--- config.mk ---
export PLATFORM = sky130hd
export DESIGN_NAME = matrix_loader
export DESIGN_NICKNAME = d
export VERILOG_FILES = /design/src/rtl/matrix_pkg.sv /design/src/rtl/matrix_loader_operand_regfile.sv /design/src/rtl/matrix_loader.sv
export SDC_FILE = /design/constraint.sdc
export NUM_CORES = 1
export LEC_CHECK = 0
export CAP_MARGIN = 15
export CORE_AREA = 2 2 108 131
export CTS_CLUSTER_SIZE = 20
export DETAILED_ROUTE_END_ITERATION = 10
export DIE_AREA = 0 0 110 133
export GPL_TIMING_DRIVEN = 0
export MAX_ROUTING_LAYER = met4
export PLACE_DENSITY = 0.81
export SLEW_MARGIN = 20
export SYNTH_ARGS = -nofsm -noshare
export SYNTH_HDL_FRONTEND = slang
export SYNTH_SLANG_ARGS = --single-unit
--- constraint.sdc ---
create_clock -name clk -period 3.03 [get_ports clk]
set_input_delay 0.7575 -clock clk [delete_from_list [all_inputs] [get_ports clk]]
set_output_delay 0.7575 -clock clk [all_outputs]
set_load 0.02 [all_outputs]
--- src/rtl/matrix_pkg.sv ---
// Shared definitions for the 3x3 matrix loader and the downstream result serializer.
package matrix_pkg;

    localparam int unsigned DW       = 8;
    localparam int unsigned N        = 3;
    localparam int unsigned NUM_ELEM = 2 * N * N;
    localparam int unsigned IDX_W    = 5;

    typedef enum logic [1:0] {
        FILL  = 2'd0,
        ISSUE = 2'd1,
        ACK   = 2'd2,
        WAIT  = 2'd3
    } state_t;

    // Row-major flat index of element (r,c) within one N x N matrix.
    function automatic int unsigned idx(input int unsigned r, input int unsigned c);
        return N * r + c;
    endfunction

endpackage

--- src/rtl/matrix_loader_operand_regfile.sv ---
// Operand storage: 2*N*N elements written one at a time, exposed as two flat matrix buses.
module operand_regfile
    import matrix_pkg::IDX_W;
    import matrix_pkg::idx;
#(
    parameter int unsigned DW = matrix_pkg::DW,
    parameter int unsigned N  = matrix_pkg::N
) (
    input  logic                 clk,
    input  logic                 rst,
    input  logic                 we,
    input  logic [IDX_W-1:0]     addr,
    input  logic [DW-1:0]        wdata,
    output logic [N*N*DW-1:0]    a_flat,
    output logic [N*N*DW-1:0]    b_flat
);

    localparam int unsigned MAT   = N * N;
    localparam int unsigned DEPTH = 2 * MAT;

    logic [DW-1:0] mem [DEPTH];

    // Element storage; reset clears every operand and beats a simultaneous write.
    always_ff @(posedge clk) begin
        if (rst) begin
            for (int i = 0; i < DEPTH; i++) begin
                mem[i] <= '0;
            end
        end else if (we) begin
            for (int i = 0; i < DEPTH; i++) begin
                if (addr == IDX_W'(i)) begin
                    mem[i] <= wdata;
                end
            end
        end
    end

    // Stream order is row-major, so element (r,c) of A sits at idx(r,c) and B follows A.
    for (genvar r = 0; r < N; r++) begin : g_row
        for (genvar c = 0; c < N; c++) begin : g_col
            localparam int unsigned K = idx(r, c);
            assign a_flat[DW*K +: DW] = mem[K];
            assign b_flat[DW*K +: DW] = mem[MAT + K];
        end
    end

endmodule

--- src/rtl/matrix_loader.sv ---
// Feeds 18 streamed operands to the 3x3 MAC-array multiplier, pulses Load and tracks Done.
module matrix_loader
    import matrix_pkg::IDX_W;
    import matrix_pkg::NUM_ELEM;
    import matrix_pkg::state_t;
    import matrix_pkg::FILL;
    import matrix_pkg::ISSUE;
    import matrix_pkg::ACK;
    import matrix_pkg::WAIT;
#(
    parameter int unsigned DW          = matrix_pkg::DW,
    parameter int unsigned N           = matrix_pkg::N,
    parameter int unsigned ACK_TIMEOUT = 15
) (
    input  logic                 clk,
    input  logic                 Reset,
    input  logic [DW-1:0]        in_data,
    input  logic                 in_valid,
    output logic                 in_ready,
    output logic [N*N*DW-1:0]    A_flat,
    output logic [N*N*DW-1:0]    B_flat,
    output logic                 mat_load,
    input  logic                 mat_done,
    output logic                 busy,
    output logic                 result_valid,
    output logic [IDX_W-1:0]     elem_idx,
    output logic                 timeout_err
);

    // The element counter, operand map and multiplier interface are all fixed at 3x3.
    if (N != 3) begin : g_bad_n
        $error("matrix_loader: only N=3 is supported");
    end

    localparam int unsigned CNT_W = $clog2(ACK_TIMEOUT + 1);
    localparam logic [IDX_W-1:0] LAST_IDX = IDX_W'(NUM_ELEM - 1);

    state_t             state;
    state_t             state_nxt;
    logic [CNT_W-1:0]   cnt;
    logic [CNT_W-1:0]   cnt_nxt;
    logic [IDX_W-1:0]   idx_nxt;
    logic               busy_nxt;
    logic               load_nxt;
    logic               rv_nxt;
    logic               ready_nxt;
    logic               tmo_nxt;
    logic               wr_en_c;
    logic               xfer_c;
    logic               last_c;
    logic               expired_c;

    assign xfer_c    = in_valid && in_ready;
    assign last_c    = (elem_idx == LAST_IDX);
    assign expired_c = (cnt == CNT_W'(ACK_TIMEOUT - 1));

    // State register.
    always_ff @(posedge clk) begin
        if (Reset) begin
            state <= FILL;
        end else begin
            state <= state_nxt;
        end
    end

    // Next-state logic; ACK gives up after ACK_TIMEOUT cycles without Done falling.
    always_comb begin
        state_nxt = state;
        case (state)
            FILL:    if (xfer_c && last_c) state_nxt = ISSUE;
            ISSUE:   if (mat_done) state_nxt = ACK;
            ACK: begin
                if (!mat_done) begin
                    state_nxt = WAIT;
                end else if (expired_c) begin
                    state_nxt = FILL;
                end
            end
            WAIT:    if (mat_done) state_nxt = FILL;
            default: state_nxt = FILL;
        endcase
    end

    // Output and counter next values; Load and in_ready follow the next state so they are registered.
    always_comb begin
        idx_nxt   = elem_idx;
        cnt_nxt   = '0;
        busy_nxt  = busy;
        tmo_nxt   = timeout_err;
        rv_nxt    = 1'b0;
        wr_en_c   = 1'b0;
        load_nxt  = (state_nxt == ACK);
        ready_nxt = (state_nxt == FILL);
        case (state)
            FILL: begin
                if (xfer_c) begin
                    wr_en_c  = 1'b1;
                    busy_nxt = 1'b1;
                    idx_nxt  = last_c ? '0 : elem_idx + IDX_W'(1);
                end
            end
            ACK: begin
                if (mat_done) begin
                    if (expired_c) begin
                        tmo_nxt  = 1'b1;
                        busy_nxt = 1'b0;
                    end else begin
                        cnt_nxt = cnt + CNT_W'(1);
                    end
                end
            end
            WAIT: begin
                if (mat_done) begin
                    rv_nxt   = 1'b1;
                    busy_nxt = 1'b0;
                end
            end
            default: ;
        endcase
    end

    // Registered outputs and counters; in_ready comes out of reset already high.
    always_ff @(posedge clk) begin
        if (Reset) begin
            in_ready     <= 1'b1;
            mat_load     <= 1'b0;
            busy         <= 1'b0;
            result_valid <= 1'b0;
            timeout_err  <= 1'b0;
            elem_idx     <= '0;
            cnt          <= '0;
        end else begin
            in_ready     <= ready_nxt;
            mat_load     <= load_nxt;
            busy         <= busy_nxt;
            result_valid <= rv_nxt;
            timeout_err  <= tmo_nxt;
            elem_idx     <= idx_nxt;
            cnt          <= cnt_nxt;
        end
    end

    operand_regfile #(
        .DW (DW),
        .N  (N)
    ) u_regfile (
        .clk    (clk),
        .rst    (Reset),
        .we     (wr_en_c),
        .addr   (elem_idx),
        .wdata  (in_data),
        .a_flat (A_flat),
        .b_flat (B_flat)
    );

endmodule
# --- Yosys cells after proc, flatten, opt, wreduce, memory -nomap -nowiden ---
# Memory sizes are Yosys's and may differ from the RTL's.
# Cells that the tools add are included.
# Widths: inputs -> output; s select.
totals:
  ram_bits: 144
  latchBits: 0
  mem_bits_ro: 0
  out_inout_bits: 154
  mem_count: 1
  register_bits: 16
  inputBits: 12
classes:
  n_reduce_logical: 11
  eq_ne: 26
  mux: 107
  n_shift: 0
  multipliers: 0
  n_addsub: 2
  magnitude_cmp: 0
  div: 0
  bitwise: 21
mem_list:
  columns: ["memory", "words", "width", "rd", "rd_clocked_by_memory_dff", "write_ports", "line", "source"]
  rows:
  - ["u_regfile.mem", 18, 8, 18, 0, 18, "matrix_loader_operand_regfile.sv:21", "logic [DW-1:0] mem [DEPTH];"]
op_table:
  columns: ["cell", "count"]
  rows:
  - ["$mux 8", 18]
  - ["$mux 1", 81]
  - ["$eq 5x4->1 const B", 8]
  - ["$eq 5x3->1 const B", 4]
  - ["$or 1x1->1", 18]
  - ["$eq 5x2->1 const B", 2]
  - ["$eq 5x5->1 const B", 2]
  - ["$mux 2", 5]
  - ["$ne 2x2->1 const B", 4]
  - ["$pmux 2 s4", 1]
  - ["$eq 2x2->1 const B", 3]
  - ["$add 5x1->5 const B", 1]
  - ["$eq 5x1->1 const B", 1]
  - ["$logic_not 5->1", 1]
  - ["$mux 5", 1]
  - ["$reduce_and 5->1", 1]
  - ["$add 4x1->4 const B", 1]
  - ["$eq 4x4->1 const B", 1]
  - ["$logic_not 2->1", 2]
  - ["$reduce_or 4->1", 1]
  - ["$not 1->1", 3]
  - ["$pmux 1 s3", 1]
  - ["$reduce_and 3->1", 1]
  - ["$reduce_bool 3->1", 1]
  - ["4 further kinds", 5]

# --- Depth between registers and ports, before layout ---
logic_depth:
  word_depth: 7
  mapped_depth: 7
  depth_no_buf: 6

# --- By module ---
# A second synthesis with hierarchy kept.
hier_totals:
  hier_cells: 454
  hier_area_um2: 6452.4
by_module_without_submodules:
  columns: ["module", "area_per_inst_um2", "cells_each", "n_inst"]
  rows:
  - ["operand_regfile", 5646.7, 371, 1]
  - ["matrix_loader", 805.8, 83, 1]

# --- Worst setup path before layout ---
# OpenSTA, ideal clock, no wires.
synth_path:
  path_type: "input -> register"
  from: "input in_valid"
  to: "memory u_regfile.mem[7][0] (netlist: u_regfile.mem[0][56]), enable pin"
  required_time_ps: 2655
  n_path_buf: 0
  path_stages: 3
  path_slack_ps: 974
  t_arrival_ps: 1682
  setup_ps: 375
  path_cell_list: "and4b_4 -> nand2_4 -> o21bai_1"
synth_lines:
  columns: ["element", "line", "source"]
  rows:
  - ["start, declared", "matrix_loader.sv:18", "input logic in_valid,"]
  - ["end, declared", "matrix_loader_operand_regfile.sv:21", null]

==> metrics.md <==
| Metric | Value |
|---|---|
| Final net count | 646 |
| Async SR Flop Fraction | 0% |
| First-pass GRT wire length | about 23000 um |
| Fin. max-slew vios | 0 |
| Root buffer cell | clkbuf_16 |
| Cells after DPL | roughly 770 |
| TritonCTS Buffers | 17 |
| Yosys reg bits | 160 |
| Post-synthesis sequential area ratio | between 70 and 80% |
| Ports | around 170 |
| Net Sw Power | ~0.0012 W |
| Mapped Area | 6580 sq um |
| Worst path cell trace | clkdlybuf4s50_1 -> and3_1 -> nand3_2 -> o21bai_1 |
| Clk_lat worst skew | about 420 ps |
| GR Util All Layers | 22.5% |
| Die ar. | between 10000 and 15000 sq um |
| CP startpoint kind | primary input |
| Vias in the first global route | between 4000 and 5000 |
| Wire per inst | approximately 19 um |
| Syn Inst Count | 438 |
| Post-synth EDFFs | ~140 |
| Internal power | approximately 0.004 W |
| Post-cts gate resize count | 0 |
| Fin. Hold Viols | 0 |
| Max Clock Skew | 9.60 ps |
| Sw frac | 23.0% |
| Main synth FF type | edfxtp_1 |
| Combinational power share | approximately 10% |
| Worst hold path type | flop to flop |
| Leakage power | 3.32 nW |
| Post-route ant nets | 0 |
| Initial Utilization | 48.8% |
| Die height | 133 um |
| Clk slew on worst S/H paths | 60 ps |
| RSZ-0062 raised after global routing | no |
| Clock sinks | 160 |
| Port bufs | between 150 and 200 |
| Maximum clock frequency | roughly 390 MHz |
| Period utilization | between 80% and 90% |
| Dpl hpwl | roughly 11000 um |
| Tot Pwr | around 0.0052 W |
| Cell Pwr Density | 575 nW/um^2 |
| Warnings, synthesis | 0 |
| Clk pwr share | 41.1% |
| Layout cell share with drive strength beyond 1 | 9.45% |
| Initial antenna violation count | 0 |
| Crit path required time | ~3100 ps |
| Vias/cell | 5.13 |
| Flop-to-flop setup slack | 720 ps |
| Num rows | 47 |
| Status | finished, final reports clean |
| Final setup vio count | 0 |
| Hold Buf Count CTS | 0 |
| Area grow syn2layout | 37.4% |
| Largest net degree at the start of global routing | 17 |
| N_diodes | 0 |
| Crit-path slowest cell | o21bai_1 |
| Max_cap viols | 0 |
| WP data arrival | about 2600 ps |
| Tmin final | about 2500 ps |
| Clock Tree Buf Depth | 2 |
| Worst-path maximum fanout | 8 |
| Total number of vias | 4134 |
| Die width | 110 um |
| H-Tree Depth | 4 |
| Setup crit end kind | flop |
| CTS tree | done |
| Most frequent cells in the layout | clkdlybuf4s50_1 (165), and2_1 (144), edfxtp_1 (144) |
| Total negative slack | 0 ps |
| Slew @ Worst Pin | between 700 and 800 ps |
| Syn nets | approximately 460 |
| Largest stage delay on the critical path | approximately 730 ps |
| GPL Wtd Cong | 0.819 |
| First DRT Iteration DRCs | ~170 |
| Unique masters post-synth | 45 |
| Syn avg cell area | between 15 and 20 sq um |
| Worst vdd rail ir drop | between 0.3 and 0.4 mV |
| Pre-Repair DR Iteration Count | 5 |
| DRC viols | 0 |
| Fill count | 953 |
| Relative slew slack | a little under half |
| WP buf/inv | 1 |
| Core Area | between 10000 and 15000 sq um |
| Grt ovf | 0 |
| Post-CTS Repair Setup Buffers | 0 |
| Commonest non-fill, non-tap cell in the layout | clkdlybuf4s50_1 |
| Crit Path Category | primary input to flop |
| Routed wire length | 15500 um |
| Final non-filler cell total | between 800 and 900 |
| Flop pwr share | 48.7% |
| Largest delay share family, worst path | compound AO/OA/AOI/OAI gates |
metal layers:
metal / vias to the layer above / share of wire [%] / global-route usage [%]
met2: 179 / 52 / 37.3
met3: 35 / 6.0 / 5.02
met5: - / 0 / -
met1: 2010 / 39 / 25.8
met4: 0 / 2.8 / 10.1
li1: 1910 / - / -
logic make-up after synthesis:
group	Yosys count	synth area share (%)
DFF	160	70.6
buffers and inverters	22	1.47
and+or+nand+nor	208	21.4
adders and majority gates	12	2.28
AOI/OAI and AO/OA	30	3.43
muxes	1	0.152
xor gates and xnor gates	5	0.666
worst paths after layout:
path | startpoint | to | cells past startpoint
setup / recovery | in_valid | u_regfile.mem[0][6] | 4
hold / removal | cnt[0] | cnt[0] | 1
setup reg to reg | state[1] | u_regfile.mem[0][6] | 5
hold reg to reg | cnt[0] | cnt[0] | 1
flip-flops by register name (all words and copies together) (netlist names):
register / cells
busy: 1
state: 2
timeout_err: 1
result_valid: 1
in_ready: 1
elem_idx: 5
u_regfile.mem: 144
mat_load: 1
cnt: 4
metrics by stage:
step | worst slack (ps) | instance area (sq um) | hold slack, ps | util, %
global placement | 97.5 | 8440 | 439 | 62.7
floorplan | 974 | 6580 | 430 | -
detailed placement | 73.2 | 8440 | 462 | 62.7
finish | 491 | 9030 | 470 | 67.1
global route | 414 | 9030 | 502 | 67.1
CTS | 499 | 9030 | 476 | 67.1
synthesized netlist by cell type, drive strengths merged, types with 2 or more instances:
cell    number  share of area, %
nand4        4              0.38
nand2        8               1.1
nand3        3              0.30
and3         3              0.29
or2          3              0.29
a21oi        2              0.15
ha          12               2.3
and2       144                14
dfxtp       16               4.9
inv          8              0.46
xor2         3              0.40
xnor2        2              0.27
buf          4              0.44
clkbuf      10              0.57
o21ba        2              0.30
nor2        29               2.9
edfxtp     144                66
o21ai        3              0.23
nor3         4              0.89
nand2b       4              0.61
o21bai      15               1.7
layout make-up:
| type | instances | area, sq um | area share, % |
|---|---|---|---|
| Tap cell | 171 | 214 | 2.37 |
| Inverter | 8 | 30.0 | 0.332 |
| Clock inverter | 14 | 164 | 1.81 |
| Buffer | 14 | 66.3 | 0.734 |
| Clock buffer | 18 | 429 | 4.75 |
| Sequential cell | 160 | 4640 | 51.4 |
| Timing Repair Buffer | 165 | 1650 | 18.3 |
| Multi-Input combinational cell | 256 | 1830 | 20.3 |
power by group through the flow:
stage	Combinational, W	Clock [W]	Sequential [W]
3_5_place_dp	0.000529	0	0.00258
3_3_place_gp	0.000522	0	0.00258
5_1_grt	0.000557	0.00222	0.00254
2_1_floorplan	0.000138	0	0.00270
6_report	0.000530	0.00213	0.00253
4_1_cts	0.000533	0.00214	0.00253
worst register-to-register path, cell delays in order (launching register included):
cell and delay (ps):
dfxtp_1 340, inv_1 130, ha_1 230, and3_1 230
nand3_2 280, o21bai_1 740
No activity file was read; power rests on OpenSTA's default activity.
